===== src/rtl/pdm_ctrl_pkg.sv =====
// Shared constants for the PDM capture controller: register map,
// FSM state encoding, CTRL/STATUS bit positions and size defaults.
package pdm_ctrl_pkg;

  localparam int FIFO_DEPTH_DEF = 8;
  localparam int SAMPLE_W_DEF   = 16;

  localparam logic [5:0] ADDR_CTRL   = 6'h00;
  localparam logic [5:0] ADDR_CLKDIV = 6'h04;
  localparam logic [5:0] ADDR_DATA   = 6'h08;
  localparam logic [5:0] ADDR_STATUS = 6'h0C;
  localparam logic [5:0] ADDR_PEAK   = 6'h10;

  localparam int CTRL_EN     = 0;
  localparam int CTRL_FLUSH  = 1;
  localparam int CTRL_THR_LO = 4;
  localparam int CTRL_WU_LO  = 8;

  localparam int STAT_EMPTY = 4;
  localparam int STAT_FULL  = 5;
  localparam int STAT_OVF   = 6;
  localparam int STAT_ST_LO = 8;

  localparam logic [1:0] SZ_8    = 2'b00;
  localparam logic [1:0] SZ_16   = 2'b01;
  localparam logic [1:0] SZ_32   = 2'b10;
  localparam logic [1:0] SZ_NONE = 2'b11;

  typedef enum logic [1:0] {
    ST_IDLE   = 2'd0,
    ST_WARMUP = 2'd1,
    ST_RUN    = 2'd2
  } state_t;

endpackage


===== src/rtl/pdm_sample_fifo.sv =====
// Synchronous sample FIFO. Ports: clk, rst_n, push, pop, flush, wdata in;
// rdata (head), level, full, empty out. Flush beats push and pop.
module pdm_sample_fifo
  import pdm_ctrl_pkg::*;
#(
  parameter int DEPTH = FIFO_DEPTH_DEF,
  parameter int W     = SAMPLE_W_DEF,
  localparam int AW   = $clog2(DEPTH),
  localparam int LW   = AW + 1
) (
  input  logic          clk,
  input  logic          rst_n,
  input  logic          push,
  input  logic          pop,
  input  logic          flush,
  input  logic [W-1:0]  wdata,
  output logic [W-1:0]  rdata,
  output logic [LW-1:0] level,
  output logic          full,
  output logic          empty
);

  logic [W-1:0]  mem [DEPTH];
  logic [AW-1:0] wp;
  logic [AW-1:0] rp;
  logic          do_push;
  logic          do_pop;

  assign full    = level == LW'(DEPTH);
  assign empty   = level == '0;
  assign do_pop  = pop && !empty;
  // A pop in the same cycle frees the slot a full FIFO needs.
  assign do_push = push && (!full || do_pop);
  assign rdata   = mem[rp];

  always_ff @(posedge clk or negedge rst_n) begin
    if (!rst_n) begin
      wp    <= '0;
      rp    <= '0;
      level <= '0;
    end else if (flush) begin
      wp    <= '0;
      rp    <= '0;
      level <= '0;
    end else begin
      if (do_push) wp <= wp + AW'(1);
      if (do_pop)  rp <= rp + AW'(1);
      level <= level + LW'(do_push) - LW'(do_pop);
    end
  end

  always_ff @(posedge clk) begin
    if (do_push && !flush) mem[wp] <= wdata;
  end

endmodule


===== src/rtl/tqvp_jnms_pdm_ctrl.sv =====
// PDM capture controller: PDM clock, idle/warm-up/run FSM, sample FIFO,
// TinyQV register bus and interrupt. Optional PEAK register: PDM_CTRL_PEAK_EN.
module tqvp_jnms_pdm_ctrl
  import pdm_ctrl_pkg::*;
#(
  parameter int FIFO_DEPTH = FIFO_DEPTH_DEF,
  parameter int SAMPLE_W   = SAMPLE_W_DEF
) (
  input  logic                clk,
  input  logic                rst_n,
  input  logic [SAMPLE_W-1:0] pcm_in,
  input  logic                pcm_valid_in,
  output logic                pdm_clk_o,
  output logic                cic_clear_o,
  input  logic [5:0]          address,
  input  logic [31:0]         data_in,
  input  logic [1:0]          data_write_n,
  input  logic [1:0]          data_read_n,
  output logic [31:0]         data_out,
  output logic                data_ready,
  output logic                user_interrupt
);

  localparam int LW = $clog2(FIFO_DEPTH) + 1;

  state_t              state;
  logic                en;
  logic [3:0]          thresh;
  logic [7:0]          warmup;
  logic [7:0]          clkdiv;
  logic [7:0]          wcnt;
  logic [7:0]          phase;
  logic                ovf;
  logic [LW-1:0]       level;
  logic                full;
  logic                empty;
  logic [SAMPLE_W-1:0] head;

  logic       wr_b0;
  logic       wr_b1;
  logic       wr_ctrl;
  logic       flush;
  logic       ovf_clr;
  logic       pop;
  logic       push;
  logic       drop;
  logic [3:0] thr_eff;
  logic       irq_cond;
  logic       unused;

  assign data_ready = 1'b1;
  assign unused     = ^{data_in[31:16], data_in[3:2]};

  assign wr_b0   = data_write_n != SZ_NONE;
  assign wr_b1   = data_write_n == SZ_16 || data_write_n == SZ_32;
  assign wr_ctrl = wr_b0 && address == ADDR_CTRL;
  assign flush   = wr_ctrl && data_in[CTRL_FLUSH];
  assign ovf_clr = wr_b0 && address == ADDR_STATUS && data_in[STAT_OVF];
  assign pop     = data_read_n != SZ_NONE && address == ADDR_DATA && !empty;
  assign push    = state == ST_RUN && pcm_valid_in;
  // A flushed push is discarded silently, not counted as overflow.
  assign drop    = push && full && !pop && !flush;
  assign thr_eff = (thresh == 4'd0) ? 4'd1 : thresh;
  assign irq_cond = 8'(level) >= 8'(thr_eff);

  pdm_sample_fifo #(
    .DEPTH (FIFO_DEPTH),
    .W     (SAMPLE_W)
  ) u_fifo (
    .clk   (clk),
    .rst_n (rst_n),
    .push  (push),
    .pop   (pop),
    .flush (flush),
    .wdata (pcm_in),
    .rdata (head),
    .level (level),
    .full  (full),
    .empty (empty)
  );

  always_ff @(posedge clk or negedge rst_n) begin
    if (!rst_n) begin
      en             <= 1'b0;
      thresh         <= '0;
      warmup         <= '0;
      clkdiv         <= '0;
      ovf            <= 1'b0;
      user_interrupt <= 1'b0;
    end else begin
      if (wr_ctrl) begin
        en     <= data_in[CTRL_EN];
        thresh <= data_in[CTRL_THR_LO +: 4];
        if (wr_b1) warmup <= data_in[CTRL_WU_LO +: 8];
      end
      if (wr_b0 && address == ADDR_CLKDIV) clkdiv <= data_in[7:0];
      if (drop)         ovf <= 1'b1;
      else if (ovf_clr) ovf <= 1'b0;
      user_interrupt <= irq_cond | ovf;
    end
  end

  always_ff @(posedge clk or negedge rst_n) begin
    if (!rst_n) begin
      state       <= ST_IDLE;
      wcnt        <= '0;
      phase       <= '0;
      pdm_clk_o   <= 1'b0;
      cic_clear_o <= 1'b0;
    end else begin
      cic_clear_o <= 1'b0;
      if (!en) begin
        state     <= ST_IDLE;
        phase     <= '0;
        pdm_clk_o <= 1'b0;
      end else begin
        unique case (state)
          ST_IDLE: begin
            cic_clear_o <= 1'b1;
            wcnt        <= warmup;
            state       <= (warmup == 8'd0) ? ST_RUN : ST_WARMUP;
          end
          ST_WARMUP: begin
            if (pcm_valid_in) begin
              wcnt <= wcnt - 8'd1;
              if (wcnt == 8'd1) state <= ST_RUN;
            end
          end
          default: ;
        endcase
        if (state != ST_IDLE && clkdiv >= 8'd2) begin
          pdm_clk_o <= phase < (clkdiv >> 1);
          phase     <= (phase == clkdiv - 8'd1) ? 8'd0 : phase + 8'd1;
        end else begin
          pdm_clk_o <= 1'b0;
          phase     <= '0;
        end
      end
    end
  end

`ifdef PDM_CTRL_PEAK_EN
  logic [SAMPLE_W-1:0] peak;
  logic [SAMPLE_W-1:0] mag;
  logic                pushed;
  logic                peak_clr;

  // Magnitude with the most negative code saturated to the max positive.
  always_comb begin
    if (!pcm_in[SAMPLE_W-1])
      mag = pcm_in;
    else if (pcm_in == {1'b1, {(SAMPLE_W-1){1'b0}}})
      mag = {1'b0, {(SAMPLE_W-1){1'b1}}};
    else
      mag = -pcm_in;
  end

  assign pushed   = push && (!full || pop) && !flush;
  assign peak_clr = data_read_n != SZ_NONE && address == ADDR_PEAK;

  always_ff @(posedge clk or negedge rst_n) begin
    if (!rst_n)                   peak <= '0;
    else if (peak_clr)            peak <= pushed ? mag : '0;
    else if (pushed && mag > peak) peak <= mag;
  end
`endif

  always_comb begin
    data_out = '0;
    case (address)
      ADDR_CTRL: begin
        data_out[CTRL_EN]          = en;
        data_out[CTRL_THR_LO +: 4] = thresh;
        data_out[CTRL_WU_LO +: 8]  = warmup;
      end
      ADDR_CLKDIV: data_out[7:0] = clkdiv;
      ADDR_DATA: begin
        if (!empty) data_out[SAMPLE_W-1:0] = head;
      end
      ADDR_STATUS: begin
        data_out[3:0]             = 4'(level);
        data_out[STAT_EMPTY]      = empty;
        data_out[STAT_FULL]       = full;
        data_out[STAT_OVF]        = ovf;
        data_out[STAT_ST_LO +: 2] = state;
      end
`ifdef PDM_CTRL_PEAK_EN
      ADDR_PEAK: data_out[SAMPLE_W-1:0] = peak;
`endif
      default: ;
    endcase
  end

endmodule


===== config.mk =====
export PLATFORM = sky130hd
export DESIGN_NAME = tqvp_jnms_pdm_ctrl
export DESIGN_NICKNAME = d
export VERILOG_FILES = /design/src/rtl/pdm_ctrl_pkg.sv /design/src/rtl/pdm_sample_fifo.sv /design/src/rtl/tqvp_jnms_pdm_ctrl.sv
export SDC_FILE = /design/constraint.sdc
export NUM_CORES = 1
export LEC_CHECK = 0
export CAP_MARGIN = 20
export CORE_MARGIN = 2
export CORE_UTILIZATION = 60
export DETAILED_ROUTE_END_ITERATION = 12
export PLACE_DENSITY = 0.81
export SLEW_MARGIN = 40
export SYNTH_ARGS = -nofsm -noshare
export SYNTH_HDL_FRONTEND = slang
export SYNTH_SLANG_ARGS = --single-unit

===== constraint.sdc =====
create_clock -name clk -period 9.74 [get_ports clk]
set_input_delay 1.948 -clock clk [delete_from_list [all_inputs] [get_ports clk]]
set_output_delay 1.948 -clock clk [all_outputs]
set_load 0.05 [all_outputs]

# Word-level counts from Yosys, hierarchy flattened
# Memories as Yosys holds them, arrays and structs flattened.
# Cells that the tools add are included.
# Widths: inputs -> output; s select.
# totals
mem_bits_rw,128
regBits,53
in_bits,61
word_cells,107
n_memories,1
# classes
reduce_logical,34
n_addsub,7
bitwise_logic,1
muxes,31
eq_ne,16
n_lt_le_gt_ge,3
# memory_table
memory,depth,word_bits,rd,rd_ports_with_merged_regs,write_ports,line,rtl
u_fifo.mem,8,16,1,0,1,pdm_sample_fifo.sv:23,logic [W-1:0] mem [DEPTH];
# op_table
operator,count
$mux 8,4
$mux 16,1
$pmux 8 s2,1
$sub 8x1->8 const B,2
$logic_and 1x1->1,15
$eq 6x4->1 const B,2
$mux 3,4
$pmux 3 s4,1
$pmux 6 s2,1
$reduce_bool 2->1,5
$pmux 3 s3,1
$add 8x1->8 const B,1
$eq 8x1->1 const B,1
$eq 8x8->1,1
$ge 8x2->1 const B,1
$logic_not 4->1,2
$logic_not 8->1,1
$lt 8x7->1,1
$mux 1,8
$mux 2,4
$mux 4,2
$add 3x1->3 const B,2
$eq 6x3->1 const B,1
$logic_not 6->1,1
other kinds (19),29

# Logic depth before layout (Yosys ltp)
# depth
word_depth,9
depth_mapped,11
mapped_depth_nobuf,11

# Cells and area by module
# From an unflattened synthesis, not the netlist that was laid out.
# unflattened
hier_cells,586
hier_area_um2,8410.6
# by_module_without_submodules
mod,n_inst,area_each_um2,cells_each,seq_area_each_um2
pdm_sample_fifo,1,5572.8,271,4093.9
tqvp_jnms_pdm_ctrl,1,2837.7,315,1076.0

# Worst setup path before layout
# No wires, ideal clock.
# synth_timing
path_kind,in2out
start,input port address[2]
end,output port data_out[0]
slack_ps,3489
t_arrival_ps,4303
n_path_buf,1
stages,4
path_cell_list,or4b_4 > or3_2 > clkbuf_1 > o21ai_0
# synth_via
elab_chain_cells,2
# synth_rtl
element,line,rtl
start: declaration,tqvp_jnms_pdm_ctrl.sv:15,"input logic [5:0] address,"
$eq 6x4->1 (tied with other cells),tqvp_jnms_pdm_ctrl.sv:170,case (address)
$pmux 1 s4 (*),tqvp_jnms_pdm_ctrl.sv:170,
end: declaration,tqvp_jnms_pdm_ctrl.sv:19,"output logic [31:0] data_out,"
# Every way passes the cells marked *; elsewhere a longest branch is shown, timed or not.

# Worst setup path in the final report
# Ends and elaborated chain as after synthesis.

==> summary.txt <==
Run status
  • Status: finished, final reports clean

Critical path
  • Worst-path fanout max: 15
  • Startpoint Class: input pin
  • Crit path DAT: between 4000 and 5000 ps
  • Kind of critical path: input pin to primary output
  • WP data required: approximately 7800 ps
  • Nature of the critical path endpoint: primary output

Final layout
  • Post-route design area: a little under 0.01 mm2
  • Most frequent cells in the layout: edfxtp_1, clkdlybuf4s50_1, dfrtp_1
  • Inserted Diodes: 0
  • Number of fill cells: 834
  • Final Non-Filler Cells: about 840
  • Most common cell after layout, fill and taps aside: edfxtp_1
  • Area Growth Syn to Fin: 17.3%
  • Nets: 734
  • Share of cells above drive strength 1: ~16%

Timing
  • Final count of hold timing violations: 0
  • Worst Tran Pin Value: around 670 ps
  • Skew final: approximately 17 ps
  • Final setup fails: 0
  • Setup TNS: 0 ps
  • RSZ-0062 raised after global routing: false
  • Fin. max-slew vios: 0
  • Fin crit period: between 6000 and 7000 ps
  • F_max: about 150 MHz
  • Headroom to the max-slew limit: 55.3%
  • Period utilization: slightly above 70%

Place
  • DP Area: 0.00906 mm2
  • Port Buffers: 63
  • Estimated wirelength of the detail-placed design: 11300 um
  • RePlAce Congestion: about 0.87
  • DP Cell Count: just over 800

Global routing
  • Vias in the first global route: 5128
  • Pin count of the biggest net entering global routing: 54
  • Antenna violations before repair: 0
  • Gr usage total: between 20% and 30%
  • First-pass GRT wire length: between 20000 and 30000 um
  • Grt total ovfl: 0

Pwr
  • Largest vdd supply drop: about 0.00016 V
  • Leakage: 3.53 nW
  • Pwr dens: ~220 mW/mm2

Logic synthesis
  • Main combinational cell family by area after synthesis: multiplexers
  • Synth async-reset ratio: between 20 and 30%
  • Register bit total from synthesis: ~180
  • Post-Synthesis Cells: approximately 570
  • Post-synthesis mux area share: roughly an eighth
  • Synth Area in Simple Gates: a little under 8%
  • Synth Area in Adders: slightly below 4%
  • Compound-cell area share of the yosys netlist: 6.86%
  • Yosys cell types: 57
  • Post-synth EDFFs: 128
  • Predominant post-synthesis flop cell: edfxtp_1
  • Sequential area share after synthesis: 62.9%
  • Yosys warning total: 0
  • XOR/XNOR share of the synthesized area: 2.13%
  • Post-Syn Area per Cell: 14.3 um2
  • Netlist Area Pre-Place: 0.00822 mm2

Detailed routing
  • WL/cell: approximately 20 um
  • DRC: 0
  • Final WL: 16900 um
  • Detail Route Antenna Nets: 0
  • Via density: ~6.0
  • Via count: between 5000 and 6000
  • DRT iter0 DRCs: slightly above 600
  • DR pass1 iterations: 7

Flow run
  • Max-cap violations: 0

CTS
  • Clk_lat worst skew: between 400 and 500 ps
  • Max Root-Sink Buffers: 2
  • Clk slew on worst S/H paths: around 70 ps
  • Post-CTS Resized: 0
  • Cts hold-fix bufs: 0
  • Num Clock Sinks: between 150 and 200
  • CTS tree: yes
  • Setup repair bufs after CTS: 0
  • Num CTS Buffers: 17
  • Clock H-tree levels: 4
  • CTS root buffer: clkbuf_16

Floorplanning
  • Row cnt: 42
  • Core area: approximately 0.013 mm2
  • Number of I/O pins: between 90 and 100
  • Die Y: roughly 120 um
  • DIE WIDTH: around 120 um
  • Starting Density: between 60% and 70%
  • Die area: roughly 0.015 mm2

Worst hold path
  • Worst hold path type: flop to flop
## metrics by stage
stage	hold WS [ps]	worst slack, ps	power (W)	utilization [%]
2_1_floorplan	454	3490	0.00134	-
3_3_place_gp	501	2910	0.00145	67.8
3_5_place_dp	515	2880	0.00148	68.1
4_1_cts	531	2870	0.00214	72.5
5_1_grt	561	2860	0.00224	72.6
6_report	527	2870	0.00213	72.6
## per-layer routing
| layer | wire length (um) | track usage (%) |
|---|---|---|
| met5 | 0 | 0 |
| met4 | 296 | 9.23 |
| met3 | 1050 | 5.73 |
| met1 | 6960 | 32.1 |
| met2 | 8550 | 41.0 |
## logic make-up after synthesis
group	after synthesis
multiplexers	61
other	2
buffers and inverters	63
XOR/XNOR	20
adder cells (fa/ha/maj)	25
AO/OA/AOI/OAI	88
AND/OR/NAND/NOR	133
flip-flops	181
## worst max-delay path, cell delays in order
cell and delay [ps]:
clkdlybuf4s50_1 510, or4b_4 630, or3_2 640, o21ai_0 330
clkdlybuf4s50_1 860
## state kept, by name, indices dropped and copies added, names as in the netlist, 3 cells and up
signal	cells
thresh	4
warmup	8
phase	8
wcnt	8
clkdiv	8
u_fifo.wp	3
u_fifo.level	4
u_fifo.rp	3
u_fifo.mem	128
## synthesized netlist by cell type, types with 10 or more instances
cell      count  share of area, %
nor2_1       38               1.7
clkbuf_1     15              0.68
nand2_1      37               1.7
xnor2_1      10               1.1
ha_1         24               3.7
o21ai_0      37               2.3
mux4_2       32               8.8
a21oi_1      17               1.0
inv_1        25               1.1
xor2_1       10               1.1
nor3_1       15              0.91
edfxtp_1    128                47
buf_4        17               1.6
dfrtp_1      53                16
mux2i_1      18               2.2
mux2_2       11               1.5
## where the power goes
part           internal [W]  leakage (nW)  switching, W
clock              0.000343         0.290      0.000321
sequential         0.000889          1.83     0.0000746
combinational      0.000231          1.42      0.000276
total               0.00146          3.53      0.000672
## area by class of cell
class / count / area, um2 / area share [%]
flip-flops and latches: 181 / 5170 / 53.6
multi-input cells: 344 / 2820 / 29.3
repair buffers: 79 / 754 / 7.82
clock buffers: 17 / 425 / 4.41
well taps: 176 / 220 / 2.28
clock inverters: 15 / 159 / 1.65
inverters: 25 / 93.8 / 0.973
## path summary, 6_finish.rpt
path / startpoint / to / slack (ps) / cells past startpoint
min in group asynchronous: rst_n / user_interrupt / 1620 / 2
setup / recovery: address[2] / data_out[0] / 2870 / 5
max in group asynchronous: rst_n / u_fifo.rp[0] / 7630 / 2
hold reg to reg: wcnt[7] / wcnt[7] / 530 / 1
hold / removal: wcnt[7] / wcnt[7] / 530 / 1
setup reg to reg: u_fifo.level[2] / u_fifo.mem[5][7] / 6560 / 8
(Power assumes the default switching activity.)
